**src/rtl/aap_fetch_pkg.sv**
```systemverilog
// Shared definitions for the instruction fetch unit: state encodings,
// default address width and the position of the 32-bit instruction marker.
package aap_fetch_pkg;

  // Default width of an instruction-word address.
  localparam int unsigned PC_WIDTH_DEFAULT = 16;

  // Bit of the first instruction word that marks a 32-bit instruction.
  localparam int unsigned IS32_BIT = 15;

  // Fetch sequencer states.
  //   S_FIRST  : waiting for the first word of an instruction
  //   S_SECOND : waiting for the second word of a 32-bit instruction
  //   S_HOLD   : complete instruction presented to the decoder
  typedef enum logic [1:0] {
    S_FIRST  = 2'd0,
    S_SECOND = 2'd1,
    S_HOLD   = 2'd2
  } fetch_state_e;

  // True when a first word announces a two-word instruction.
  function automatic logic is_32bit(input logic [15:0] word);
    return word[IS32_BIT];
  endfunction

endpackage

```
**src/rtl/instruction_fetch.sv**
```systemverilog
// Instruction fetch unit: issues one 16-bit word request at a time, assembles
// 16- or 32-bit instructions and hands them to the decoder.
//
// Handshake to the decoder: fetch_valid high means fetchoutput, fetch_is32
// and fetch_pc hold a complete instruction and stay stable until the cycle
// in which fetch_ready is also high; that cycle transfers the instruction.
//
// Memory side: imem_req/imem_addr stay asserted and constant until the
// memory answers with imem_valid (same cycle allowed). Only one request is
// ever outstanding. A redirect while a request is in flight leaves its
// response to be dropped before the new address is requested.
module instruction_fetch
  import aap_fetch_pkg::*;
#(
  parameter int unsigned           PC_WIDTH = PC_WIDTH_DEFAULT,
  parameter logic [PC_WIDTH-1:0]   RESET_PC = '0
) (
  input  logic                clock,
  input  logic                reset_n,
  // instruction memory
  output logic                imem_req,
  output logic [PC_WIDTH-1:0] imem_addr,
  input  logic                imem_valid,
  input  logic [15:0]         imem_rdata,
  // redirect
  input  logic                branch_valid,
  input  logic [PC_WIDTH-1:0] branch_target,
  // decoder
  output logic [31:0]         fetchoutput,
  output logic                fetch_is32,
  output logic [PC_WIDTH-1:0] fetch_pc,
  output logic                fetch_valid,
  input  logic                fetch_ready,
  // sequencer state, for observation
  output fetch_state_e        dbg_state
);

  fetch_state_e        state_q;
  logic [PC_WIDTH-1:0] pc_q;
  logic [PC_WIDTH-1:0] pc_inc;
  logic                discard_q;
  logic                req_q;
  logic                valid_q;
  logic                is32_q;
  logic [31:0]         data_q;
  logic [PC_WIDTH-1:0] fetch_pc_q;

  // Next sequential word address; wraps from all-ones to zero.
  assign pc_inc = pc_q + PC_WIDTH'(1);

  assign imem_req    = req_q;
  assign imem_addr   = pc_q;
  assign fetchoutput = data_q;
  assign fetch_is32  = is32_q;
  assign fetch_pc    = fetch_pc_q;
  assign fetch_valid = valid_q;
  assign dbg_state   = state_q;

  // Fetch sequencer: redirect first, then pending discard, then normal flow.
  always_ff @(posedge clock or negedge reset_n) begin
    if (!reset_n) begin
      state_q    <= S_FIRST;
      pc_q       <= RESET_PC;
      discard_q  <= 1'b0;
      req_q      <= 1'b0;
      valid_q    <= 1'b0;
      is32_q     <= 1'b0;
      data_q     <= '0;
      fetch_pc_q <= '0;
    end else if (branch_valid) begin
      // A handshake in this cycle has already completed on the decoder side;
      // any partially assembled instruction is simply abandoned.
      pc_q    <= branch_target;
      state_q <= S_FIRST;
      valid_q <= 1'b0;
      if (discard_q) begin
        // Still owed a stale response: keep waiting unless it is here now.
        if (imem_valid) begin
          discard_q <= 1'b0;
          req_q     <= 1'b1;
        end else begin
          req_q     <= 1'b0;
        end
      end else if (req_q && !imem_valid) begin
        // Request in flight: its answer must be thrown away.
        discard_q <= 1'b1;
        req_q     <= 1'b0;
      end else begin
        // Nothing in flight (or it answered this cycle and is dropped).
        req_q <= 1'b1;
      end
    end else if (discard_q) begin
      // Drop the stale response, request the redirect target next cycle.
      if (imem_valid) begin
        discard_q <= 1'b0;
        req_q     <= 1'b1;
      end
    end else begin
      case (state_q)
        S_FIRST: begin
          if (!req_q) begin
            // First cycle out of reset: start requesting, ignore responses.
            req_q <= 1'b1;
          end else if (imem_valid) begin
            data_q[15:0] <= imem_rdata;
            fetch_pc_q   <= pc_q;
            pc_q         <= pc_inc;
            is32_q       <= 1'b0;
            if (is_32bit(imem_rdata)) begin
              // Keep requesting; address moves to the second word.
              state_q <= S_SECOND;
            end else begin
              data_q[31:16] <= '0;
              state_q       <= S_HOLD;
              req_q         <= 1'b0;
              valid_q       <= 1'b1;
            end
          end
        end
        S_SECOND: begin
          if (imem_valid) begin
            data_q[31:16] <= imem_rdata;
            is32_q        <= 1'b1;
            pc_q          <= pc_inc;
            state_q       <= S_HOLD;
            req_q         <= 1'b0;
            valid_q       <= 1'b1;
          end
        end
        S_HOLD: begin
          if (fetch_ready) begin
            state_q <= S_FIRST;
            valid_q <= 1'b0;
            req_q   <= 1'b1;
          end
        end
        default: begin
          state_q <= S_FIRST;
          req_q   <= 1'b0;
          valid_q <= 1'b0;
        end
      endcase
    end
  end

endmodule

```
**config.mk**
```make
export PLATFORM = sky130hd
export DESIGN_NAME = instruction_fetch
export DESIGN_NICKNAME = d
export VERILOG_FILES = /design/src/rtl/aap_fetch_pkg.sv /design/src/rtl/instruction_fetch.sv
export SDC_FILE = /design/constraint.sdc
export NUM_CORES = 1
export LEC_CHECK = 0
export ABC_AREA = 1
export CORE_ASPECT_RATIO = 0.8
export CORE_MARGIN = 3
export CORE_UTILIZATION = 41
export CTS_CLUSTER_SIZE = 8
export DETAILED_ROUTE_END_ITERATION = 16
export DONT_BUFFER_PORTS = 1
export GPL_TIMING_DRIVEN = 0
export RECOVER_POWER = 50
export SYNTH_ARGS = -nofsm -noshare
export SYNTH_HDL_FRONTEND = slang
export SYNTH_SLANG_ARGS = --single-unit
```
**constraint.sdc**
```tcl
create_clock -name clock -period 3.25 [get_ports clock]
set_input_delay 0.975 -clock clock [delete_from_list [all_inputs] [get_ports clock]]
set_output_delay 0.975 -clock clock [all_outputs]
set_load 0.03 [all_outputs]
```
-- After elaboration in Yosys (flattened, before gate mapping)
Index checks and enable logic that the tools add are counted.
- $add $sub $neg: 1
- mux-type cells: 44
- bitwise logic cells: 2
- reductions and logical operators: 12
- equality and inequality tests: 14
- operator list (kind ; count):
    2-to-1 mux 16 bit ; 6
    2-to-1 mux 32 bit ; 2
    case mux 16 bit (2 select lines) ; 2
    2-to-1 mux 1 bit ; 23
    inequality test 3 bit (second input constant) ; 6
    adder 16 x 1 -> 16 bit (second input constant) ; 1
    2-to-1 mux 2 bit ; 7
    AND reduction 6 bit ; 2
    inequality test 2 bit (second input constant) ; 5
    AND reduction 5 bit ; 2
    AND reduction 7 bit ; 1
    case mux 1 bit (3 select lines) ; 2
    case mux 2 bit (3 select lines) ; 1
    AND reduction 3 bit ; 2
    inequality test 4 bit (second input constant) ; 1
    nonzero test 3 bit ; 1
    equality test 2 x 1 -> 1 bit (second input constant) ; 1
    equality test 2 bit (second input constant) ; 1
    zero test 2 bit ; 1
    NOT 1 bit ; 2
    case mux 1 bit (2 select lines) ; 1
    nonzero test 2 bit ; 1
    logical AND 1 bit ; 1
    zero test 1 bit ; 1
- register bits after elaboration: 70
- bits of input ports: 37
- logic and storage cells: 82

-- Logic depth before layout (Yosys ltp)
- depth after elaboration: 6
- depth in mapped cells: 10
- depth with buffers taken out: 10

-- Worst setup path before layout
OpenSTA, ideal clock, no wires.
- kind: input to register
- start: input port imem_valid
- end: register fetch_pc_q[11] (netlist: fetch_pc[11])
- path slack: 1.269 ns
- buffers on the path: 2
- arrival: 1.862 ns
- stages on the path: 9
- required time: 3.131 ns
- path through: inv_1 -> nor2_1 -> nand3_2 -> nor2_4 -> nand2_2 -> buf_6 -> buf_6 -> nand2_1 -> o21ai_2
- word-level cells in the longest chain between the ends: 1
- RTL lines (what ; RTL line ; text):
    start: declaration ; instruction_fetch.sv:23 ; input logic imem_valid,
    AND reduction 5 bit (no source line) ; -- ;
    end signal: assignment ; instruction_fetch.sv:106 ; fetch_pc_q <= pc_q;
    end: declaration ; instruction_fetch.sv:46 ; logic [PC_WIDTH-1:0] fetch_pc_q;
Every way passes these cells.
A chain may end at the register's enable or synchronous reset.

-- Worst setup path in the final report
- start: register state_q[1] (netlist: dbg_state[1])
- end: register data_q[21] (netlist: fetchoutput[21])
- word-level cells in the longest chain between the ends: 3
- RTL lines (what ; RTL line ; text):
    start: declaration ; instruction_fetch.sv:38 ; fetch_state_e state_q;
    start signal: assignment ; instruction_fetch.sv:62 ; state_q <= S_FIRST;
    start signal: assignment ; instruction_fetch.sv:74 ; state_q <= S_FIRST;
    start signal: assignment ; instruction_fetch.sv:111 ; state_q <= S_SECOND;
    equality test 2 x 1 -> 1 bit or zero test 2 bit (tied branches) ; instruction_fetch.sv:99 ; case (state_q)
    inequality test 2 bit (no source line) or nonzero test 2 bit (tied branches) ; -- ;
    AND reduction 7 bit (no source line) ; -- ;
    end signal: assignment ; instruction_fetch.sv:122 ; data_q[31:16] <= imem_rdata;
    end: declaration ; instruction_fetch.sv:45 ; logic [31:0] data_q;
Parallel ways exist; a longest one is shown, timed or not.

==> PnR_summary.wiki <==
{| class="wikitable"
! Metric !! Value
|-
| Outcome || finished clean
|-
| Filler cells || 776
|-
| Remaining DRCs || 0
|-
| Number of hold buffers added after cts || 0
|-
| Adder-cell share of the synthesized area || 0.00371
|-
| Hold Fails Final Rpt || 0
|-
| Share of final-layout standard cells stronger than drive strength 1 || 0.0950
|-
| Global-route wire length before repair || approximately 14000 um
|-
| Total leakage power || around 0.0019 uW
|-
| Maximum number of pins on one net before global-route repair || between 70 and 80
|-
| Vias in the first global route || 2672
|-
| Number of setup buffers added after CTS || 0
|-
| Clock tree buffer depth || 2
|-
| PD cells || 918 nW/um2
|-
| DIE AREA || ~9400 um2
|-
| Clock root buffer master || clkbuf_8
|-
| Met1 usage || 0.284
|-
| Max FO, Critical Path || 10
|-
| Cell count after synthesis || between 400 and 500
|-
| Number of sinks on the clock net || 70
|-
| Reported net switching power || ~1600 uW
|-
| Worst IR Drop VDD || about 0.00034 V
|-
| Number of flip-flops and latches in the synthesized netlist || 70
|-
| CP Data Required Time || between 3 and 4 ns
|-
| Launching instance or port of the critical path || dbg_state[1]
|-
| Number of antenna repair diodes || 0
|-
| Post-cts gate resize count || 0
|-
| Clk slew on worst S/H paths || around 0.080 ns
|-
| Relative contribution of the clock network to total power || 0.232
|-
| Fin nets || 476
|-
| Switching share of power || 0.460
|-
| TritonCTS clock tree || yes
|-
| Cell area reported after detailed placement || ~3500 um2
|-
| Area occupied by multi-input gates || between 1000 and 1500 um2
|-
| Beginning of the worst register-to-register path || dbg_state[1]
|-
| Floorplan row count || 28
|-
| Insertion delay to the later sink of the worst-skew pair || between 0.3 and 0.4 ns
|-
| Initial Utilization || 0.438
|-
| Setup Crit Path Kind || register to register
|-
| Summed negative setup slack over all endpoints || 0 ns
|-
| Largest clock skew in the final design || ~0.007 ns
|-
| Top-area cell type share of the netlist area || 0.519
|-
| Area added between synthesis and finish || 9.57%
|-
| Met3 GRT Util || 0.0741
|-
| Routed length per instance || 16.0 um
|-
| Port Buf Inserts || 0
|-
| Internal Power || between 1500 and 2000 uW
|-
| Post-detailed-route count of antenna-violating nets || 0
|-
| Worst Tran Pin Value || around 0.79 ns
|-
| Top Ports || 106
|-
| Fmax || between 0.4 and 0.5 GHz
|-
| Chip height || slightly below 90 um
|-
| Most crowded layer after global routing || met2
|-
| Via density per instance || ~5.1
|-
| RSZ-0062 raised after global routing || false
|-
| Portion of netlist area occupied by mux cells || 0
|-
| Number of warnings printed during yosys synthesis || 0
|-
| H-tree levels || 3
|-
| Flop-to-flop setup slack || between 0.8 and 0.9 ns
|-
| Mapped Avg Cell Area || slightly below 8 um2
|-
| Post-synth net total || about 470
|-
| Crit path setup slack, layout || ~0.9 ns
|-
| Library cell with the largest summed area after synthesis || dfrtp_1
|-
| Die W || between 100 and 150 um
|-
| Count of unique library cells instantiated by Yosys || 28
|-
| Placer Congestion || just under 0.9
|-
| Synthesized-area fraction occupied by xor and xnor cells || 0.0104
|-
| Syn Std Cell Area || roughly 3400 um2
|-
| Fin crit share || 0.723
|-
| Worst slack after detailed placement || 1.09 ns
|-
| Final count of pins violating max slew || 0
|-
| DPL Wire Length || 6440 um
|-
| Max Cap Violations || 0
|-
| Nature of the critical path startpoint || register
|-
| Overall via count from detail_route || ~2800
|-
| Depth of the worst register-to-register path || 8
|-
| Crit path time final || approximately 2.4 ns
|-
| Sequential cell area fraction in the yosys report || 0.519
|-
| Leading post-synthesis cells by cell area || dfrtp_1 (52%), nand2_1 (21%), o21ai_2 (3.6%)
|-
| Final total power || about 3400 uW
|-
| Grt total ovfl || 0
|-
| Global routing usage on met2 || 0.284
|-
| Global Route Usage Sum || 0.199
|-
| Number of endpoints failing setup at the final stage || 0
|-
| Post-synthesis simple-gate area fraction || 0.300
|-
| Number of search-and-repair iterations in the first detailed-routing pass || 4
|-
| Worst slew margin || 0.464
|-
| Sequential Power Share || 0.590
|-
| Number of antenna violations at the first check in global routing || 1
|-
| Data arrival time at the worst-slack endpoint || 2.57 ns
|-
| Number of design-rule violations left by the first detailed-router iteration || around 230
|-
| Routed wire length || around 9000 um
|-
| Synthesized-area fraction occupied by ao, oa, aoi and oai cells || 0.0986
|-
| Design Area, Final || ~3700 um2
|-
| R2r endpoint || fetchoutput[21]
|-
| Total clock buffers created by CTS || 9
|-
| Combined flip-flop and latch cell area || 1750 um2
|-
| Area inside the core boundary || between 7000 and 8000 um2
|-
| Critical path capture point type || register
|-
| Hold Path Class || input port to async pin
|-
| Combinational power share || 0.179
|-
| Main combinational cell family by area after synthesis || simple AND/OR/NAND/NOR gates
|}
==> cell type report <==
class,count,share of cell area
Sequential cell,70,0.474
Clock buffer,10,0.0372
Multi-Input combinational cell,311,0.372
Buffer,16,0.0288
Inverter,30,0.0305
Tap cell,105,0.0355
Clock inverter,5,0.0227
==> state kept, by name, summed over array words and instances (netlist names) <==
name / count
fetch_valid: 1
fetchoutput: 32
fetch_pc: 16
imem_req: 1
discard_q: 1
imem_addr: 16
dbg_state: 2
fetch_is32: 1
==> metrics by stage <==
| step | instances | util | hold WS [ns] |
|---|---|---|---|
| after floorplan | 427 | - | 0.489 |
| after global placement | 532 | 0.455 | 0.511 |
| after detailed placement | 532 | 0.455 | 0.517 |
| after CTS | 547 | 0.484 | 0.301 |
| after global routing | 547 | 0.480 | 0.287 |
| final | 547 | 0.480 | 0.324 |
==> cell usage after synthesis <==
| cell | instances |
|---|---|
| nand2_1 | 191 |
| dfrtp_1 | 70 |
| inv_1 | 29 |
| nor2_1 | 29 |
| o21ai_0 | 21 |
| nand3_1 | 18 |
| o21ai_1 | 15 |
| o21ai_2 | 14 |
| buf_2 | 7 |
| buf_6 | 5 |
| nand4_1 | 4 |
| clkbuf_1 | 3 |
| xor2_1 | 3 |
| nand2_2 | 2 |
| nor2_2 | 2 |
| o211ai_1 | 2 |
| a22oi_1 | 1 |
| buf_8 | 1 |
| ha_1 | 1 |
| inv_2 | 1 |
| nand3_2 | 1 |
| nand3b_1 | 1 |
| nor2_4 | 1 |
| nor2b_1 | 1 |
| nor3_1 | 1 |
| o21a_1 | 1 |
| or2_2 | 1 |
| xnor2_1 | 1 |
==> how the worst max path moves through the flow <==
stage | to | slack (ns) | cells past startpoint
2_1_floorplan | fetch_pc[11] | 1.27 | 9
6_report | fetchoutput[21] | 0.90 | 8
3_3_place_gp | imem_addr[8] | 1.11 | 6
5_1_grt | fetchoutput[19] | 0.60 | 8
4_1_cts | dbg_state[1] | 1.24 | 0
3_5_place_dp | fetchoutput[5] | 1.09 | 9
==> per-layer routing <==
metal,wire (um),vias up
met4,115,2
met1,4170,1313
met3,816,12
met5,7,-
li1,-,1361
met2,3650,93
==> cells by family (layout without fill, tap and decap cells) <==
| logic type | count (synthesis) | count (layout) |
|---|---|---|
| compound gates | 54 | 54 |
| buf+inv | 46 | 61 |
| xor+xnor | 4 | 4 |
| flops | 70 | 70 |
| fa+ha+maj | 1 | 1 |
| simple gates | 252 | 252 |
==> cells in the final DEF (no fill, tap or decap), drive strengths merged <==
| master | netlist | routed |
|---|---|---|
| buf | 13 | 9 |
| inv | 30 | 30 |
| clkinvlp | 0 | 2 |
| ha | 1 | 1 |
| a22oi | 1 | 1 |
| or2 | 1 | 1 |
| clkbuf | 3 | 17 |
| nor2 | 32 | 32 |
| dfrtp | 70 | 70 |
| nand4 | 4 | 4 |
| nand2 | 193 | 193 |
| xor2 | 3 | 3 |
| nor2b | 1 | 1 |
| o21a | 1 | 1 |
| nand3 | 19 | 19 |
| o21ai | 50 | 50 |
| clkinv | 0 | 1 |
| nand3b | 1 | 1 |
| xnor2 | 1 | 1 |
| nor3 | 1 | 1 |
| o211ai | 2 | 2 |
| bufinv | 0 | 2 |
==> power groups by stage <==
stage | clock network (uW) | registers [uW] | logic (uW)
after floorplan | 0 | 1930 | 505
after global placement | 0 | 2020 | 597
after detailed placement | 0 | 2030 | 615
after CTS | 810 | 2010 | 619
after global routing | 851 | 2050 | 709
final | 786 | 2000 | 606
==> worst max-delay path, cell delays in order (launching register included) <==
cell and delay (ns):
dfrtp_1 0.65, nor2_1 0.17, nand2_2 0.08, nand3_1 0.11, nor2_1 0.35, o21ai_0 0.41, buf_2 0.32, nand2_1 0.07
o21ai_1 0.06
Power figures use the tool's default switching activity.
